[config.mk]
export PLATFORM = sky130hd
export DESIGN_NAME = dest_gen_pipe_flat
export DESIGN_NICKNAME = d
export VERILOG_FILES = /design/src/rtl/dgp_pkg.sv /design/src/rtl/dgp_if.sv /design/src/rtl/dgp_decode.sv /design/src/rtl/dest_gen_pipe.sv /design/src/flat_wrapper.sv
export SDC_FILE = /design/constraint.sdc
export NUM_CORES = 1
export LEC_CHECK = 0
export ABC_AREA = 1
export BUFFER_PORTS_ARGS = -buffer_cell sky130_fd_sc_hd__buf_4
export CELL_PAD_IN_SITES_DETAIL_PLACEMENT = 0
export CELL_PAD_IN_SITES_GLOBAL_PLACEMENT = 2
export CORE_MARGIN = 1.5
export CORE_UTILIZATION = 32
export CTS_BUF_LIST = sky130_fd_sc_hd__clkbuf_4
export DETAILED_ROUTE_END_ITERATION = 8
export GPL_TIMING_DRIVEN = 1
export PLACE_DENSITY_LB_ADDON = 0.1
export SLEW_MARGIN = 20
export SYNTH_ARGS = -nofsm -noshare
export SYNTH_HDL_FRONTEND = slang
export SYNTH_HIERARCHICAL = 1
export SYNTH_SLANG_ARGS = --single-unit
[constraint.sdc]
create_clock -name clk_i_dgp -period 4.35 [get_ports clk_i_dgp]
set_input_delay 0.87 -clock clk_i_dgp [delete_from_list [all_inputs] [get_ports clk_i_dgp]]
set_output_delay 0.87 -clock clk_i_dgp [all_outputs]
set_load 0.1 [all_outputs]
[src/rtl/dgp_pkg.sv]
// Shared types and decode helpers for the destination generator pipeline.
package dgp_pkg;

  // Output sequencer states: idle, presenting the T beat, presenting the F beat.
  typedef enum logic [1:0] {
    ST_IDLE   = 2'd0,
    ST_EMIT_T = 2'd1,
    ST_EMIT_F = 2'd2
  } state_e;

  // Branch condition codes (cc).
  localparam logic [1:0] CC_ALWAYS = 2'b00;
  localparam logic [1:0] CC_RC0    = 2'b01;
  localparam logic [1:0] CC_RC1    = 2'b10;
  localparam logic [1:0] CC_ALL    = 2'b11;

  // Copy-generation types (cc_type[1:0]).
  localparam logic [1:0] CG_ALL_CC = 2'b00;
  localparam logic [1:0] CG_CC_10  = 2'b10;

  // Per-beat flags carried alongside the node address.
  typedef struct packed {
    logic uni;
    logic lr;
    logic ovf;
  } beat_flags_t;

  // Branch-taken test: does the condition code select the T path.
  function automatic logic bt(input logic [1:0] cc, input logic [1:0] rc);
    case (cc)
      CC_RC0:  bt = rc[0];
      CC_RC1:  bt = rc[1];
      default: bt = 1'b1;
    endcase
  endfunction

  // Copy generation: does a jump fan out into both T and F beats.
  function automatic logic cg(input logic [1:0] cg_type, input logic [1:0] cc);
    case (cg_type)
      CG_ALL_CC: cg = &cc;
      CG_CC_10:  cg = (cc == 2'b10);
      default:   cg = 1'b0;
    endcase
  endfunction

  // Gate pass test: a gate token survives only when this is true.
  function automatic logic gg(input logic [1:0] cc, input logic [1:0] rc);
    case (cc)
      2'b00:   gg = rc[1];
      2'b01:   gg = ~rc[1];
      2'b10:   gg = ~rc[1] & rc[0];
      default: gg = ~rc[1] & ~rc[0];
    endcase
  endfunction

endpackage

[src/rtl/dgp_if.sv]
// Token-in / beat-out handshake bundle of the destination generator.
interface dgp_if #(
  parameter int NODE_W = 16,
  parameter int OFS_W  = 8
) ();
  logic              in_valid_i_dgp;
  logic              in_ready_o_dgp;
  logic [NODE_W-1:0] node_i_dgp;
  logic [OFS_W-1:0]  t_dest_i_dgp;
  logic [OFS_W-1:0]  f_dest_i_dgp;
  logic              t_uni_opr_i_dgp;
  logic              t_lr_i_dgp;
  logic              f_uni_opr_i_dgp;
  logic              f_lr_i_dgp;
  logic [1:0]        cc_i_dgp;
  logic              rslt_jmp_i_dgp;
  logic [1:0]        rslt_cc_i_dgp;
  logic [2:0]        cc_type_i_dgp;
  logic              pe_out_i_dgp;
  logic              pe_lr_i_dgp;
  logic              jmp_dst_valid_i_dgp;
  logic [NODE_W:0]   jmp_dst_i_dgp;
  logic              gate_i_dgp;
  logic              out_valid_o_dgp;
  logic              out_ready_i_dgp;
  logic [NODE_W-1:0] out_node_o_dgp;
  logic              out_uni_opr_o_dgp;
  logic              out_lr_o_dgp;
  logic              out_path_o_dgp;
  logic              out_ovf_o_dgp;

  // Upstream producer / downstream consumer side.
  modport master (
    output in_valid_i_dgp, node_i_dgp, t_dest_i_dgp, f_dest_i_dgp,
           t_uni_opr_i_dgp, t_lr_i_dgp, f_uni_opr_i_dgp, f_lr_i_dgp,
           cc_i_dgp, rslt_jmp_i_dgp, rslt_cc_i_dgp, cc_type_i_dgp,
           pe_out_i_dgp, pe_lr_i_dgp, jmp_dst_valid_i_dgp, jmp_dst_i_dgp,
           gate_i_dgp, out_ready_i_dgp,
    input  in_ready_o_dgp, out_valid_o_dgp, out_node_o_dgp,
           out_uni_opr_o_dgp, out_lr_o_dgp, out_path_o_dgp, out_ovf_o_dgp
  );

  // Destination generator side.
  modport slave (
    input  in_valid_i_dgp, node_i_dgp, t_dest_i_dgp, f_dest_i_dgp,
           t_uni_opr_i_dgp, t_lr_i_dgp, f_uni_opr_i_dgp, f_lr_i_dgp,
           cc_i_dgp, rslt_jmp_i_dgp, rslt_cc_i_dgp, cc_type_i_dgp,
           pe_out_i_dgp, pe_lr_i_dgp, jmp_dst_valid_i_dgp, jmp_dst_i_dgp,
           gate_i_dgp, out_ready_i_dgp,
    output in_ready_o_dgp, out_valid_o_dgp, out_node_o_dgp,
           out_uni_opr_o_dgp, out_lr_o_dgp, out_path_o_dgp, out_ovf_o_dgp
  );
endinterface

[src/rtl/dgp_decode.sv]
// Pure combinational token decode: T/F beat contents, copy and terminate flags.
module dgp_decode
  import dgp_pkg::*;
#(
  parameter int NODE_W   = 16,
  parameter int OFS_W    = 8,
  parameter int OVF_MODE = 0
) (
  input  logic              jmp_i,
  input  logic              gate_i,
  input  logic [1:0]        cc_i,
  input  logic [1:0]        rc_i,
  input  logic [2:0]        cc_type_i,
  input  logic [NODE_W-1:0] node_i,
  input  logic [OFS_W-1:0]  t_dest_i,
  input  logic [OFS_W-1:0]  f_dest_i,
  input  logic              t_uni_i,
  input  logic              t_lr_i,
  input  logic              f_uni_i,
  input  logic              f_lr_i,
  input  logic              pe_out_i,
  input  logic              pe_lr_i,
  input  logic              jmp_dst_valid_i,
  input  logic [NODE_W:0]   jmp_dst_i,
  output logic [NODE_W-1:0] t_node_o,
  output beat_flags_t       t_flags_o,
  output logic [NODE_W-1:0] f_node_o,
  output beat_flags_t       f_flags_o,
  output logic              cp_o,
  output logic              term_o
);

  localparam int   EXT_W  = NODE_W + 1 - OFS_W;
  localparam logic OVF_EN = (OVF_MODE != 0);

  // The extra top bit of each sum is set exactly when the signed result
  // leaves [0, 2^NODE_W-1], so it doubles as the overflow flag.
  logic [NODE_W:0] t_sum;
  logic [NODE_W:0] f_sum;
  logic            tf;
  logic            sel;

  assign t_sum = {1'b0, node_i} + {{EXT_W{t_dest_i[OFS_W-1]}}, t_dest_i};
  assign f_sum = {1'b0, node_i} + {{EXT_W{f_dest_i[OFS_W-1]}}, f_dest_i};

  // Branch resolution and per-path beat contents.
  always_comb begin
    tf  = ~jmp_i | bt(cc_i, rc_i);
    sel = gate_i | tf;

    t_flags_o.uni = sel ? t_uni_i : f_uni_i;
    t_flags_o.lr  = sel ? (pe_out_i ? pe_lr_i : t_lr_i) : f_lr_i;
    if (jmp_dst_valid_i) begin
      t_node_o      = jmp_dst_i[NODE_W-1:0];
      t_flags_o.ovf = 1'b0;
    end else if (tf) begin
      t_node_o      = t_sum[NODE_W-1:0];
      t_flags_o.ovf = OVF_EN & t_sum[NODE_W];
    end else begin
      t_node_o      = f_sum[NODE_W-1:0];
      t_flags_o.ovf = OVF_EN & f_sum[NODE_W];
    end

    f_node_o      = f_sum[NODE_W-1:0];
    f_flags_o.uni = f_uni_i;
    f_flags_o.lr  = f_lr_i;
    f_flags_o.ovf = OVF_EN & f_sum[NODE_W];

    term_o = (jmp_i & (&cc_i) & (|cc_type_i[1:0])) | (gate_i & ~gg(cc_i, rc_i));
    cp_o   = ~term_o & ~gate_i & jmp_i & cg(cc_type_i[1:0], cc_i);
  end

endmodule

[src/rtl/dest_gen_pipe.sv]
// Registered, handshaked destination generator: one or two output beats per
// surviving token, terminate pulses, and saturating event counters.
module dest_gen_pipe
  import dgp_pkg::*;
#(
  parameter int NODE_W   = 16,
  parameter int OFS_W    = 8,
  parameter int OVF_MODE = 0,
  parameter int CNT_W    = 16
) (
  input  logic             clk_i_dgp,
  input  logic             rst_i_dgp,
  dgp_if.slave             bus,
  output logic             term_o_dgp,
  input  logic             cnt_clr_i_dgp,
  output logic [CNT_W-1:0] tok_cnt_o_dgp,
  output logic [CNT_W-1:0] cp_cnt_o_dgp,
  output logic [CNT_W-1:0] term_cnt_o_dgp
);

  logic [NODE_W-1:0] dec_t_node, dec_f_node;
  beat_flags_t       dec_t_flags, dec_f_flags;
  logic              dec_cp, dec_term;

  dgp_decode #(.NODE_W(NODE_W), .OFS_W(OFS_W), .OVF_MODE(OVF_MODE)) u_decode (
    .jmp_i           (bus.rslt_jmp_i_dgp),
    .gate_i          (bus.gate_i_dgp),
    .cc_i            (bus.cc_i_dgp),
    .rc_i            (bus.rslt_cc_i_dgp),
    .cc_type_i       (bus.cc_type_i_dgp),
    .node_i          (bus.node_i_dgp),
    .t_dest_i        (bus.t_dest_i_dgp),
    .f_dest_i        (bus.f_dest_i_dgp),
    .t_uni_i         (bus.t_uni_opr_i_dgp),
    .t_lr_i          (bus.t_lr_i_dgp),
    .f_uni_i         (bus.f_uni_opr_i_dgp),
    .f_lr_i          (bus.f_lr_i_dgp),
    .pe_out_i        (bus.pe_out_i_dgp),
    .pe_lr_i         (bus.pe_lr_i_dgp),
    .jmp_dst_valid_i (bus.jmp_dst_valid_i_dgp),
    .jmp_dst_i       (bus.jmp_dst_i_dgp),
    .t_node_o        (dec_t_node),
    .t_flags_o       (dec_t_flags),
    .f_node_o        (dec_f_node),
    .f_flags_o       (dec_f_flags),
    .cp_o            (dec_cp),
    .term_o          (dec_term)
  );

  state_e            state_q, state_d;
  logic              rdy_en_q, rdy_en_d;
  logic              out_valid_q, out_valid_d;
  logic [NODE_W-1:0] out_node_q, out_node_d;
  beat_flags_t       out_flags_q, out_flags_d;
  logic              out_path_q, out_path_d;
  logic [NODE_W-1:0] f_node_q, f_node_d;
  beat_flags_t       f_flags_q, f_flags_d;
  logic              cp_q, cp_d;
  logic              term_q, term_d;
  logic [CNT_W-1:0]  tok_cnt_q, tok_cnt_d;
  logic [CNT_W-1:0]  cp_cnt_q, cp_cnt_d;
  logic [CNT_W-1:0]  term_cnt_q, term_cnt_d;

  logic last_beat, in_ready, accept, load;

  // The beat on the output is the token's last when no F beat is still owed.
  assign last_beat = ((state_q == ST_EMIT_T) & ~cp_q) | (state_q == ST_EMIT_F);
  // rdy_en_q keeps ready low through reset and for the first edge after it.
  assign in_ready  = rdy_en_q & ((state_q == ST_IDLE) | (bus.out_ready_i_dgp & last_beat));
  assign accept    = bus.in_valid_i_dgp & in_ready;
  assign load      = accept & ~dec_term;

  assign bus.in_ready_o_dgp    = in_ready;
  assign bus.out_valid_o_dgp   = out_valid_q;
  assign bus.out_node_o_dgp    = out_node_q;
  assign bus.out_uni_opr_o_dgp = out_flags_q.uni;
  assign bus.out_lr_o_dgp      = out_flags_q.lr;
  assign bus.out_ovf_o_dgp     = out_flags_q.ovf;
  assign bus.out_path_o_dgp    = out_path_q;
  assign term_o_dgp            = term_q;
  assign tok_cnt_o_dgp         = tok_cnt_q;
  assign cp_cnt_o_dgp          = cp_cnt_q;
  assign term_cnt_o_dgp        = term_cnt_q;

  // Next-state: advance past consumed beats, then load a newly accepted token.
  always_comb begin
    // NOTE: every signal gets a default first, so no path leaves it unassigned
    // and no latch is inferred; comb blocks use blocking '=' only.
    state_d     = state_q;
    rdy_en_d    = 1'b1;
    out_node_d  = out_node_q;
    out_flags_d = out_flags_q;
    out_path_d  = out_path_q;
    f_node_d    = f_node_q;
    f_flags_d   = f_flags_q;
    cp_d        = cp_q;
    term_d      = accept & dec_term;

    if (bus.out_ready_i_dgp) begin
      case (state_q)
        ST_EMIT_T: begin
          if (cp_q) begin
            state_d     = ST_EMIT_F;
            out_node_d  = f_node_q;
            out_flags_d = f_flags_q;
            out_path_d  = 1'b1;
          end else begin
            state_d = ST_IDLE;
          end
        end
        ST_EMIT_F: state_d = ST_IDLE;
        default:   state_d = ST_IDLE;
      endcase
    end

    // A load only happens when the output is free, so it never collides with
    // the T->F hand-over above.
    if (load) begin
      state_d     = ST_EMIT_T;
      out_node_d  = dec_t_node;
      out_flags_d = dec_t_flags;
      out_path_d  = 1'b0;
      f_node_d    = dec_f_node;
      f_flags_d   = dec_f_flags;
      cp_d        = dec_cp;
    end

    out_valid_d = (state_d != ST_IDLE);

    tok_cnt_d  = tok_cnt_q;
    cp_cnt_d   = cp_cnt_q;
    term_cnt_d = term_cnt_q;
    if (cnt_clr_i_dgp) begin
      tok_cnt_d  = '0;
      cp_cnt_d   = '0;
      term_cnt_d = '0;
    end else begin
      if (accept && tok_cnt_q != '1)                term_cnt_d = term_cnt_q;
      if (accept && tok_cnt_q != '1)                tok_cnt_d  = tok_cnt_q + 1'b1;
      if (load && dec_cp && cp_cnt_q != '1)         cp_cnt_d   = cp_cnt_q + 1'b1;
      if (accept && dec_term && term_cnt_q != '1)   term_cnt_d = term_cnt_q + 1'b1;
    end
  end

  // State and output registers; reset drops any pending F beat.
  always_ff @(posedge clk_i_dgp or posedge rst_i_dgp) begin
    // NOTE: sequential state uses non-blocking '<=' so every flop samples
    // its _d value from before the edge.
    if (rst_i_dgp) begin
      state_q     <= ST_IDLE;
      rdy_en_q    <= 1'b0;
      out_valid_q <= 1'b0;
      out_node_q  <= '0;
      out_flags_q <= '0;
      out_path_q  <= 1'b0;
      f_node_q    <= '0;
      f_flags_q   <= '0;
      cp_q        <= 1'b0;
      term_q      <= 1'b0;
      tok_cnt_q   <= '0;
      cp_cnt_q    <= '0;
      term_cnt_q  <= '0;
    end else begin
      state_q     <= state_d;
      rdy_en_q    <= rdy_en_d;
      out_valid_q <= out_valid_d;
      out_node_q  <= out_node_d;
      out_flags_q <= out_flags_d;
      out_path_q  <= out_path_d;
      f_node_q    <= f_node_d;
      f_flags_q   <= f_flags_d;
      cp_q        <= cp_d;
      term_q      <= term_d;
      tok_cnt_q   <= tok_cnt_d;
      cp_cnt_q    <= cp_cnt_d;
      term_cnt_q  <= term_cnt_d;
    end
  end

endmodule

[src/flat_wrapper.sv]
// flat-port wrapper written by rule: the top's interface ports become plain ports
module dest_gen_pipe_flat import dgp_pkg::*;
#(
  parameter int NODE_W   = 16,
  parameter int OFS_W    = 8,
  parameter int OVF_MODE = 0,
  parameter int CNT_W    = 16
)
  (clk_i_dgp, rst_i_dgp, term_o_dgp, cnt_clr_i_dgp, tok_cnt_o_dgp, cp_cnt_o_dgp, term_cnt_o_dgp, bus_in_valid_i_dgp, bus_node_i_dgp, bus_t_dest_i_dgp, bus_f_dest_i_dgp, bus_t_uni_opr_i_dgp, bus_t_lr_i_dgp, bus_f_uni_opr_i_dgp, bus_f_lr_i_dgp, bus_cc_i_dgp, bus_rslt_jmp_i_dgp, bus_rslt_cc_i_dgp, bus_cc_type_i_dgp, bus_pe_out_i_dgp, bus_pe_lr_i_dgp, bus_jmp_dst_valid_i_dgp, bus_jmp_dst_i_dgp, bus_gate_i_dgp, bus_out_ready_i_dgp, bus_in_ready_o_dgp, bus_out_valid_o_dgp, bus_out_node_o_dgp, bus_out_uni_opr_o_dgp, bus_out_lr_o_dgp, bus_out_path_o_dgp, bus_out_ovf_o_dgp);
  dgp_if #(.NODE_W(NODE_W), .OFS_W(OFS_W)) bus_i ();
  input  logic clk_i_dgp;
  input  logic rst_i_dgp;
  output logic term_o_dgp;
  input  logic cnt_clr_i_dgp;
  output logic [CNT_W-1:0] tok_cnt_o_dgp;
  output logic [CNT_W-1:0] cp_cnt_o_dgp;
  output logic [CNT_W-1:0] term_cnt_o_dgp;
  input wire logic [$bits(bus_i.in_valid_i_dgp)-1:0] bus_in_valid_i_dgp;
  input wire logic [$bits(bus_i.node_i_dgp)-1:0] bus_node_i_dgp;
  input wire logic [$bits(bus_i.t_dest_i_dgp)-1:0] bus_t_dest_i_dgp;
  input wire logic [$bits(bus_i.f_dest_i_dgp)-1:0] bus_f_dest_i_dgp;
  input wire logic [$bits(bus_i.t_uni_opr_i_dgp)-1:0] bus_t_uni_opr_i_dgp;
  input wire logic [$bits(bus_i.t_lr_i_dgp)-1:0] bus_t_lr_i_dgp;
  input wire logic [$bits(bus_i.f_uni_opr_i_dgp)-1:0] bus_f_uni_opr_i_dgp;
  input wire logic [$bits(bus_i.f_lr_i_dgp)-1:0] bus_f_lr_i_dgp;
  input wire logic [$bits(bus_i.cc_i_dgp)-1:0] bus_cc_i_dgp;
  input wire logic [$bits(bus_i.rslt_jmp_i_dgp)-1:0] bus_rslt_jmp_i_dgp;
  input wire logic [$bits(bus_i.rslt_cc_i_dgp)-1:0] bus_rslt_cc_i_dgp;
  input wire logic [$bits(bus_i.cc_type_i_dgp)-1:0] bus_cc_type_i_dgp;
  input wire logic [$bits(bus_i.pe_out_i_dgp)-1:0] bus_pe_out_i_dgp;
  input wire logic [$bits(bus_i.pe_lr_i_dgp)-1:0] bus_pe_lr_i_dgp;
  input wire logic [$bits(bus_i.jmp_dst_valid_i_dgp)-1:0] bus_jmp_dst_valid_i_dgp;
  input wire logic [$bits(bus_i.jmp_dst_i_dgp)-1:0] bus_jmp_dst_i_dgp;
  input wire logic [$bits(bus_i.gate_i_dgp)-1:0] bus_gate_i_dgp;
  input wire logic [$bits(bus_i.out_ready_i_dgp)-1:0] bus_out_ready_i_dgp;
  output wire logic [$bits(bus_i.in_ready_o_dgp)-1:0] bus_in_ready_o_dgp;
  output wire logic [$bits(bus_i.out_valid_o_dgp)-1:0] bus_out_valid_o_dgp;
  output wire logic [$bits(bus_i.out_node_o_dgp)-1:0] bus_out_node_o_dgp;
  output wire logic [$bits(bus_i.out_uni_opr_o_dgp)-1:0] bus_out_uni_opr_o_dgp;
  output wire logic [$bits(bus_i.out_lr_o_dgp)-1:0] bus_out_lr_o_dgp;
  output wire logic [$bits(bus_i.out_path_o_dgp)-1:0] bus_out_path_o_dgp;
  output wire logic [$bits(bus_i.out_ovf_o_dgp)-1:0] bus_out_ovf_o_dgp;
  assign bus_i.in_valid_i_dgp = bus_in_valid_i_dgp;
  assign bus_i.node_i_dgp = bus_node_i_dgp;
  assign bus_i.t_dest_i_dgp = bus_t_dest_i_dgp;
  assign bus_i.f_dest_i_dgp = bus_f_dest_i_dgp;
  assign bus_i.t_uni_opr_i_dgp = bus_t_uni_opr_i_dgp;
  assign bus_i.t_lr_i_dgp = bus_t_lr_i_dgp;
  assign bus_i.f_uni_opr_i_dgp = bus_f_uni_opr_i_dgp;
  assign bus_i.f_lr_i_dgp = bus_f_lr_i_dgp;
  assign bus_i.cc_i_dgp = bus_cc_i_dgp;
  assign bus_i.rslt_jmp_i_dgp = bus_rslt_jmp_i_dgp;
  assign bus_i.rslt_cc_i_dgp = bus_rslt_cc_i_dgp;
  assign bus_i.cc_type_i_dgp = bus_cc_type_i_dgp;
  assign bus_i.pe_out_i_dgp = bus_pe_out_i_dgp;
  assign bus_i.pe_lr_i_dgp = bus_pe_lr_i_dgp;
  assign bus_i.jmp_dst_valid_i_dgp = bus_jmp_dst_valid_i_dgp;
  assign bus_i.jmp_dst_i_dgp = bus_jmp_dst_i_dgp;
  assign bus_i.gate_i_dgp = bus_gate_i_dgp;
  assign bus_i.out_ready_i_dgp = bus_out_ready_i_dgp;
  assign bus_in_ready_o_dgp = bus_i.in_ready_o_dgp;
  assign bus_out_valid_o_dgp = bus_i.out_valid_o_dgp;
  assign bus_out_node_o_dgp = bus_i.out_node_o_dgp;
  assign bus_out_uni_opr_o_dgp = bus_i.out_uni_opr_o_dgp;
  assign bus_out_lr_o_dgp = bus_i.out_lr_o_dgp;
  assign bus_out_path_o_dgp = bus_i.out_path_o_dgp;
  assign bus_out_ovf_o_dgp = bus_i.out_ovf_o_dgp;
  dest_gen_pipe #(.NODE_W(NODE_W), .OFS_W(OFS_W), .OVF_MODE(OVF_MODE), .CNT_W(CNT_W)) u_core (.clk_i_dgp(clk_i_dgp), .rst_i_dgp(rst_i_dgp), .bus(bus_i), .term_o_dgp(term_o_dgp), .cnt_clr_i_dgp(cnt_clr_i_dgp), .tok_cnt_o_dgp(tok_cnt_o_dgp), .cp_cnt_o_dgp(cp_cnt_o_dgp), .term_cnt_o_dgp(term_cnt_o_dgp));
endmodule
==> reports/results.ini, run 1 <==
[route]
routed_wl_mm=22.2
drt-wirelength-per-cell_um=14.7
drc=0
ant_nets=0
viasPerCell=4.68
vias=7085
initialDrtViolationCount=297
first_pass_iters=5

[place]
gp_congestion=0.802
dp_hpwl_mm=16.9
port_buffers=138

[worst_setup_path]
arrival_ps=3070
crit_chain=buf_4 -> inv_1 -> ha_1 -> xor2_1 -> o21bai_1 -> inv_1 -> o21ai_0 -> o21ai_0 -> inv_1 -> nand4_4 -> inv_2 -> nand2_1 -> o211ai_1
startpoint=bus_cc_i_dgp[0]
crit_path_frequent_cell=inv_1
crit_fanout=39
endpoint=u_core/bus.out_node_o_dgp[0]
ff2ff_setup_slack_ps=2380
cp-end-kind=register
critPathBufInv=5
worstReg2RegEnd=u_core/tok_cnt_o_dgp[15]
crit_required_ps=4760
start_kind=primary input
cpLargestDelayFamily=buffers and inverters
reg2regPathDepth=9
max_stage_delay_ps=600
cp_slowest_cell=inv_2
crit_type=primary input to register
cp_num_cells=13
worstReg2RegStart=u_core/tok_cnt_o_dgp[0]

[floorplanning]
die_area_mm2=0.0241
initial_core_util=0.327
dieWidth_um=155
die_h_um=155
rows=55
ios=141
coreArea_mm2=0.0227

[cells_and_area]
drive_above_1_share=0.179
mostFrequentLayoutCell=nand2_1
nNetsFinal=1331
final_cell_mix=nand2_1 (449), buf_4 (145), inv_1 (113), dfrtp_1 (93), nand3_1 (80)
syn_to_final_growth_pct=18.9

[logic_synthesis]
synth-seq-cells=93
yosys-top-cells-area=dfrtp_1 (31%), nand2_1 (23%), ha_1 (6.2%)
yosysSeqAreaShare=0.313
synth_warnings=6
synth_edf_count=0
syn_area_per_cell_um2=6.79
syn_area_mm2=0.00743
postSynthCellCount=1094
dominantRegCellSynth=dfrtp_1
async_flop_share=1.00
synth_area_leader_cell=dfrtp_1
synth_top_area_share=0.313
yosysUniqueCellTypes=45

[power]
share_seq_of_total_power=0.365
p_leak_uw=0.00481
p_sw_frac=0.493
combPwrFrac=0.450
ir_drop_mv=0.293
clkPwrFrac=0.184
power.switching_uw=1420
powerDensity_mw_per_mm2=326
p_int_uw=1460

[clock_network]
cts.sinks=93
cts.repair.resized=0
clkTransAtPathRegs_ps=200
hold_buffers=0
post-cts-setup-buffers=0
insertion_delay_ps=490
htreeDepth=3
tritoncts=done
cts_buffer_depth=2
cts_root_buf=clkbuf_4
cts_made_buffers=9

[sta]
max_slew.worst_pin.slew_ps=897
hold_violations=0
rsz0062_at_grt=no
skew_ps=30.4
min_period_ps=2670
slew_viol_final=0
setup_tns_ps=0
post-route-period-util=0.613
fmax_ghz=0.375
hold-worst-slack_ps=304
setup_viol=0
relSlewSlack=0.401

[global_route]
grt_pass1_wl_mm=35.9
antenna_found_initial=1
grt.total_usage=0.188
grt_max_degree=46
first_global_vias=6793
gr-total-overflow=0

[status]
status=finished, final reports clean

[run]
cap_violations=0

[worst_hold_path]
worstHoldPathType=primary input to asynchronous set/reset pin

per-stage QoR:
| step | utilization | area (µm²) | total power, µW | worst slack (ps) | std cells |
|---|---|---|---|---|---|
| after floorplan | - | 7430 | 2040 | 1060 | 1095 |
| after global placement | 0.382 | 8680 | 2380 | 1180 | 1496 |
| after detailed placement | 0.382 | 8680 | 2380 | 1150 | 1496 |
| after CTS | 0.389 | 8830 | 2920 | 1680 | 1512 |
| after global routing | 0.389 | 8830 | 3060 | 1340 | 1513 |
| final | 0.389 | 8830 | 2880 | 1680 | 1513 |
layer usage:
layer / wire length, µm / vias to the layer above / GRT usage
met4: 188 / 0 / 0.0372
met1: 10600 / 3215 / 0.249
met3: 761 / 8 / 0.0262
met5: 0 / - / 0
met2: 10600 / 120 / 0.328
li1: - / 3742 / -
kinds of logic after synthesis:
logic type / count (synthesis) / synth area share
and+or+nand+nor: 706 / 0.427
buffers and inverters: 151 / 0.0893
DFF: 93 / 0.313
AOI/OAI and AO/OA: 63 / 0.0530
adders and majority gates: 39 / 0.0677
xor gates and xnor gates: 38 / 0.0458
other: 2 / 0.00101
muxes: 2 / 0.00286
synth_stat cells, types with 11 or more instances:
master,n
ha_1,37
nand2_1,449
nand4_1,34
dfrtp_1,93
nand3_1,80
a21oi_1,22
nor2_1,69
o211ai_1,20
nand3_2,13
nand3b_1,13
inv_1,114
xor2_1,28
buf_2,11
cell type report:
class	count	area [µm²]
fill	2541	13900
multi-input combinational	851	4440
clock inverter	7	86.3
sequential	93	2330
timing repair buffer	145	1090
clock buffer	9	67.6
antenna	1	2.50
inverter	122	460
tap	285	357
how the worst min path moves through the flow:
stage | start | end | slack (ps)
floorplan | u_core/f_flags_q[1] | u_core/f_flags_q[1] | 440
global route | rst_i_dgp | u_core/term_cnt_o_dgp[15] | 280
detailed placement | u_core/f_flags_q[1] | u_core/f_flags_q[1] | 470
finish | rst_i_dgp | u_core/term_cnt_o_dgp[15] | 300
global placement | u_core/f_node_q[6] | u_core/f_node_q[6] | 470
CTS | rst_i_dgp | u_core/term_cnt_o_dgp[15] | 280
registers in the layout, indices dropped and copies added (netlist names), 2 cells and up:
signal                     cells
u_core/bus.out_node_o_dgp     16
u_core/cp_cnt_o_dgp           16
u_core/f_node_q               16
u_core/term_cnt_o_dgp         16
u_core/tok_cnt_o_dgp          16
u_core/f_flags_q               3
u_core/state_q                 2
power by group through the flow:
stage	combinational [µW]	clock (µW)	sequential, µW
after floorplan	462	0	1570
after global placement	1310	0	1070
after detailed placement	1310	0	1070
after CTS	1320	552	1050
after global routing	1400	589	1070
final	1300	530	1050
Power figures use the tool's default switching activity.
==> inputs of run 2 (changes only) <==
==> constraint.sdc (replaced) <==
create_clock -name clk_i_dgp -period 2.77 [get_ports clk_i_dgp]
set_input_delay 0.554 -clock clk_i_dgp [delete_from_list [all_inputs] [get_ports clk_i_dgp]]
set_output_delay 0.554 -clock clk_i_dgp [all_outputs]
set_load 0.1 [all_outputs]
==> run 2 against run 1 <==
First-iteration DRC count shrank 5.4%; register-to-register slack lost 1500 ps; cell area grew 0.95%; combinational power grew 58%; non-clock buffer count grew 4; global-route usage grew 0.086 points; clock power grew 59%; utilization grew 0.37 points; clock skew grew 8.1 ps; flip-flop and latch count is the same; count of clock-buffer cells in the layout is the same; largest power group unchanged.
==> reports/results.ini, run 2 (synthesis gave the netlist of run 1 again) <==
[status]
status=finished, final reports clean

[cells_and_area]
syn_to_final_growth_pct=20.0
final_area_mm2=0.00892
multi_input_comb_area_mm2=0.00444
mostFrequentLayoutCell=nand2_1
nNetsFinal=1335
fillers=2515
final_cell_mix=nand2_1 (449), buf_4 (145), inv_1 (113), dfrtp_1 (93), nand3_1 (80)
drive_above_1_share=0.182
final_core_util=0.393
regArea_mm2=0.00233

[route]
initialDrtViolationCount=281
routed_wl_mm=22.1
drc=0
ant_nets=0
viasPerCell=4.67
first_pass_iters=4
drt-wirelength-per-cell_um=14.5
vias=7085

[worst_setup_path]
worstReg2RegStart=u_core/tok_cnt_o_dgp[0]
startpoint=u_core/cp_q
crit_required_ps=2220
start_kind=register
cp-end-kind=primary output
crit_chain=inv_1 -> nand3_1 -> a21boi_2 -> buf_4
arrival_ps=1640
crit_type=register to primary output
cp_slowest_cell=dfrtp_1
max_stage_delay_ps=430
crit_fanout=2

[clock_network]
htreeDepth=3
cts_made_buffers=9
tritoncts=done
cts_buffer_depth=2
cts.sinks=93
post-cts-setup-buffers=0
cts.repair.resized=0
hold_buffers=0
clkTransAtPathRegs_ps=200
insertion_delay_ps=490
cts_root_buf=clkbuf_4

[power]
powerDensity_mw_per_mm2=509
ir_drop_mv=0.425
p_leak_uw=0.00485

[sta]
setup_tns_ps=0
post-route-period-util=0.794
slew_viol_final=0
relSlewSlack=0.613
setup_viol=0
hold-worst-slack_ps=132
hold_violations=0
max_slew.worst_pin.slew_ps=581
rsz0062_at_grt=no
skew_ps=38.5
fmax_ghz=0.455
min_period_ps=2200

[place]
placed_area_mm2=0.00876
dp_hpwl_mm=17.0
port_buffers=138
gp_congestion=0.779

[floorplanning]
dieWidth_um=155
rows=55
die_area_mm2=0.0241
ios=141
die_h_um=155
coreArea_mm2=0.0227
initial_core_util=0.327

[global_route]
antenna_found_initial=1
grt_max_degree=94
gr-total-overflow=0
first_global_vias=6891
grt_pass1_wl_mm=36.1
grt.total_usage=0.189

[run]
cap_violations=0

[worst_hold_path]
worstHoldPathType=primary input to asynchronous set/reset pin

[run 2: changes by cell type in the layout (fill, tap and decap cells not counted), sizes merged]
cell / previous run / this run
buf: 145 / 149
clkinvlp: 0 / 1
inv: 123 / 122
[run 2: final cells by class]
| class | count | share of cell area |
|---|---|---|
| Multi-Input combinational cell | 851 | 0.498 |
| Sequential cell | 93 | 0.261 |
| Timing Repair Buffer | 149 | 0.131 |
| Inverter | 122 | 0.0518 |
| Tap cell | 285 | 0.0400 |
| Clock inverter | 7 | 0.00996 |
| Clock buffer | 9 | 0.00758 |
| Antenna cell | 1 | 0.000281 |
[run 2: final timing paths]
| check | endpoint | slack (ps) | cells past startpoint |
|---|---|---|---|
| worst max-delay path | bus_in_ready_o_dgp | 570 | 4 |
| worst min-delay path | u_core/tok_cnt_o_dgp[11] | 130 | 3 |
| worst max register to register | u_core/tok_cnt_o_dgp[8] | 830 | 9 |
| worst min register to register | u_core/f_node_q[8] | 500 | 2 |
| max in group asynchronous | u_core/bus.out_node_o_dgp[2] | 2140 | 3 |
| min in group clk_i_dgp | u_core/f_flags_q[1] | 240 | 3 |
[run 2: through the flow]
| step | setup slack [ps] | power (µW) | cells |
|---|---|---|---|
| global route | 455 | 4820 | 1517 |
| detailed placement | 230 | 3750 | 1500 |
| CTS | 511 | 4630 | 1516 |
| floorplan | 260 | 3200 | 1095 |
| global placement | 263 | 3750 | 1500 |
| finish | 571 | 4530 | 1517 |
[run 2: critical path, delay by kind of cell (launching register included)]
| family | cells | cell delay [ps] |
|---|---|---|
| buf+inv | 2 | 380 |
| simple gates | 1 | 150 |
| compound gates | 1 | 190 |
| flops | 1 | 430 |
[run 2: power by group]
group          switching, µW  internal, µW  total (µW)
clock network            616           225         841
logic                   1520           526        2050
registers               90.1          1560        1650
[run 2: routing by layer]
layer	part of all wire	vias up	track usage
li1	-	3752	-
met1	0.48	3227	0.251
met4	0.0062	0	0.0340
met5	0	-	0
met2	0.49	99	0.332
met3	0.027	7	0.0228
==> inputs of run 3 (changes only) <==
--- a/config.mk
+++ b/config.mk
@@ -5,12 +5,12 @@
 export SDC_FILE = /design/constraint.sdc
 export NUM_CORES = 1
 export LEC_CHECK = 0
-export ABC_AREA = 1
+export ABC_AREA = 0
 export BUFFER_PORTS_ARGS = -buffer_cell sky130_fd_sc_hd__buf_4
 export CELL_PAD_IN_SITES_DETAIL_PLACEMENT = 0
 export CELL_PAD_IN_SITES_GLOBAL_PLACEMENT = 2
 export CORE_MARGIN = 1.5
-export CORE_UTILIZATION = 32
+export CORE_UTILIZATION = 31
 export CTS_BUF_LIST = sky130_fd_sc_hd__clkbuf_4
 export DETAILED_ROUTE_END_ITERATION = 8
 export GPL_TIMING_DRIVEN = 1
==> constraint.sdc (replaced) <==
create_clock -name clk_i_dgp -period 2 [get_ports clk_i_dgp]
set_input_delay 0.4 -clock clk_i_dgp [delete_from_list [all_inputs] [get_ports clk_i_dgp]]
set_output_delay 0.4 -clock clk_i_dgp [all_outputs]
set_load 0.1 [all_outputs]
==> run 3 against run 2 <==
The flow now finishes with violations (setup timing); die area shrank 9.8%; cell area up 13%; flip-flop and latch count unchanged; setup slack got worse by 690 ps; critical endpoint is now u_core/term_cnt_o_dgp[14].
==> reports/results.ini, run 3 <==
[sta]
setup_viol=46
skew_ps=22.2
fmax_ghz=0.472
setup_tns_ps=-3070
timing.final.ws_setup_ps=-119
slew_viol_final=0
max_slew.worst_pin.slew_ps=652
hold_violations=0
rsz0062_at_grt=yes
post-route-period-util=1.06
min_period_ps=2120
relSlewSlack=0.562

[place]
placed_area_mm2=0.00917
port_buffers=138
gp_congestion=0.860
dp_hpwl_mm=15.0
dp.cells=1216

[logic_synthesis]
synth_warnings=6
syn_area_mm2=0.00648
yosysUniqueCellTypes=66
async_flop_share=1.00
postSynthCellCount=713
dominantRegCellSynth=dfrtp_1
synth_edf_count=0
synth_common_cells=dfrtp_1 (93), nand2_1 (71), nor2_1 (67)
synth-seq-cells=93
yosysSeqAreaShare=0.359
synth_top_area_share=0.359
yosys-top-cells-area=dfrtp_1 (36%), ha_1 (7.1%), xnor2_1 (6.4%)
synth_area_leader_cell=dfrtp_1
syn_area_per_cell_um2=9.08
synthMostInstantiatedCell=dfrtp_1

[worst_setup_path]
crit_type=register to register
start_kind=register
arrival_ps=2500
reg2regPathDepth=7
cp-end-kind=register
crit_required_ps=2380
crit_fanout=3

[clock_network]
clkTransAtPathRegs_ps=150
cts_made_buffers=9
insertion_delay_ps=470
cts.sinks=93
cts_root_buf=clkbuf_4
cts_buffer_depth=2
tritoncts=done
htreeDepth=3

[cells_and_area]
final_area_mm2=0.0101
drive_above_1_share=0.466
syn_to_final_growth_pct=55.4
final_cells=1256
final_cell_mix=buf_4 (261), nand2_1 (70), nor2_1 (63), dfrtp_2 (47)
final_core_util=0.494
nNetsFinal=1089
mostFrequentLayoutCell=buf_4
fillers=1960

[power]
powerDensity_mw_per_mm2=682
ir_drop_mv=0.388
p_leak_uw=0.00445
p_total_uw=6870

[global_route]
first_global_vias=6346
grt_pass1_wl_mm=32.2
antenna_found_initial=1
grt_max_degree=57
gr-total-overflow=0
grt.total_usage=0.184

[route]
first_pass_iters=6
top_layer=met4
wl_met1_mm=9.24
wl_met3_um=550
vias=6280
route.met2.wl_mm=10.3
viasPerCell=5.00
drt-wirelength-per-cell_um=16.3
ant_nets=0
drc=0
initialDrtViolationCount=263
routed_wl_mm=20.5

[floorplanning]
coreArea_mm2=0.0204
rows=52
die_h_um=148
dieWidth_um=148
initial_core_util=0.318
die_area_mm2=0.0218
ios=141

[run]
cap_violations=0

[status]
status=complete, but fails checks
violations=setup timing

[worst_hold_path]
hold_depth=2
worstHoldPathType=primary input to register

-- run 3: cell types whose count changed after synthesis, sizes merged, moves of 17 or more --
cell	previous run	this run
inv	120	20
nand4	38	14
mux2i	1	30
o21ai	11	46
nand3	93	24
nand2	458	71
o211ai	20	3
mux2	1	26
xnor2	9	47
-- run 3: critical path: stages, from the launching register on --
cell     delay, ps
dfrtp_1        440
buf_4          150
or3b_4         410
a31o_4         270
a21o_1         190
buf_4          150
nor3_4         120
mux2_4         310
-- run 3: power breakdown --
group	internal (µW)	switching, µW
clock	658	669
combinational	1160	2010
sequential	2190	190
-- run 3: routing by layer --
metal | vias to the layer above | GRT usage
li1 | 3102 | -
met1 | 3048 | 0.235
met2 | 108 | 0.323
met3 | 22 | 0.0210
met4 | 0 | 0.0615
met5 | - | 0
-- run 3: logic make-up (layout without fill, tap and decap cells) --
| family | after synthesis | count (layout) | share of synthesized area |
|---|---|---|---|
| muxes | 56 | 56 | 0.0916 |
| buffers and inverters | 54 | 325 | 0.0390 |
| AOI/OAI and AO/OA | 147 | 147 | 0.151 |
| and+or+nand+nor | 262 | 262 | 0.200 |
| other | 2 | 4 | 0.00116 |
| adders and majority gates | 39 | 39 | 0.0777 |
| DFF | 93 | 93 | 0.359 |
| xor gates and xnor gates | 60 | 60 | 0.0811 |
-- run 3: path summary, 6_finish.rpt --
kind	start	end	slack [ps]
min	bus_f_uni_opr_i_dgp	u_core/f_flags_q[2]	160
max reg2reg	u_core/state_q[1]	u_core/term_cnt_o_dgp[14]	-120
max in group asynchronous	rst_i_dgp	u_core/f_node_q[8]	910
min reg2reg	u_core/f_node_q[6]	u_core/f_node_q[6]	510
max	u_core/state_q[1]	u_core/term_cnt_o_dgp[14]	-120
min in group asynchronous	rst_i_dgp	u_core/f_flags_q[2]	430
-- run 3: final cells by class --
type / instances / area [µm²] / area share
Clock buffer: 11 / 82.6 / 0.00821
Sequential cell: 93 / 2390 / 0.237
Multi-Input combinational cell: 567 / 4650 / 0.462
Inverter: 20 / 91.3 / 0.00908
Clock inverter: 5 / 100 / 0.00995
Tap cell: 270 / 338 / 0.0336
Timing Repair Buffer: 289 / 2420 / 0.240
Antenna cell: 1 / 2.50 / 0.000249
-- run 3: repair_timing --
| action | 4_1_cts | 5_1_grt |
|---|---|---|
| hold buffers | 1 | 0 |
| endpoints found under the setup margin | 24 | 84 |
| gates resized for setup | 41 | 49 |
| cloned | 1 | 5 |
| buffers inserted | 11 | 5 |
| pin swaps | 32 | 21 |
| endpoints found under the hold margin | 11 | 0 |
-- run 3: through the flow --
stage                     setup WS (ps)  hold WS [ps]
after floorplan                    -457           457
final                              -119           160
after detailed placement           -740           389
after global routing               -172           117
after global placement             -719           388
after CTS                          -102           122
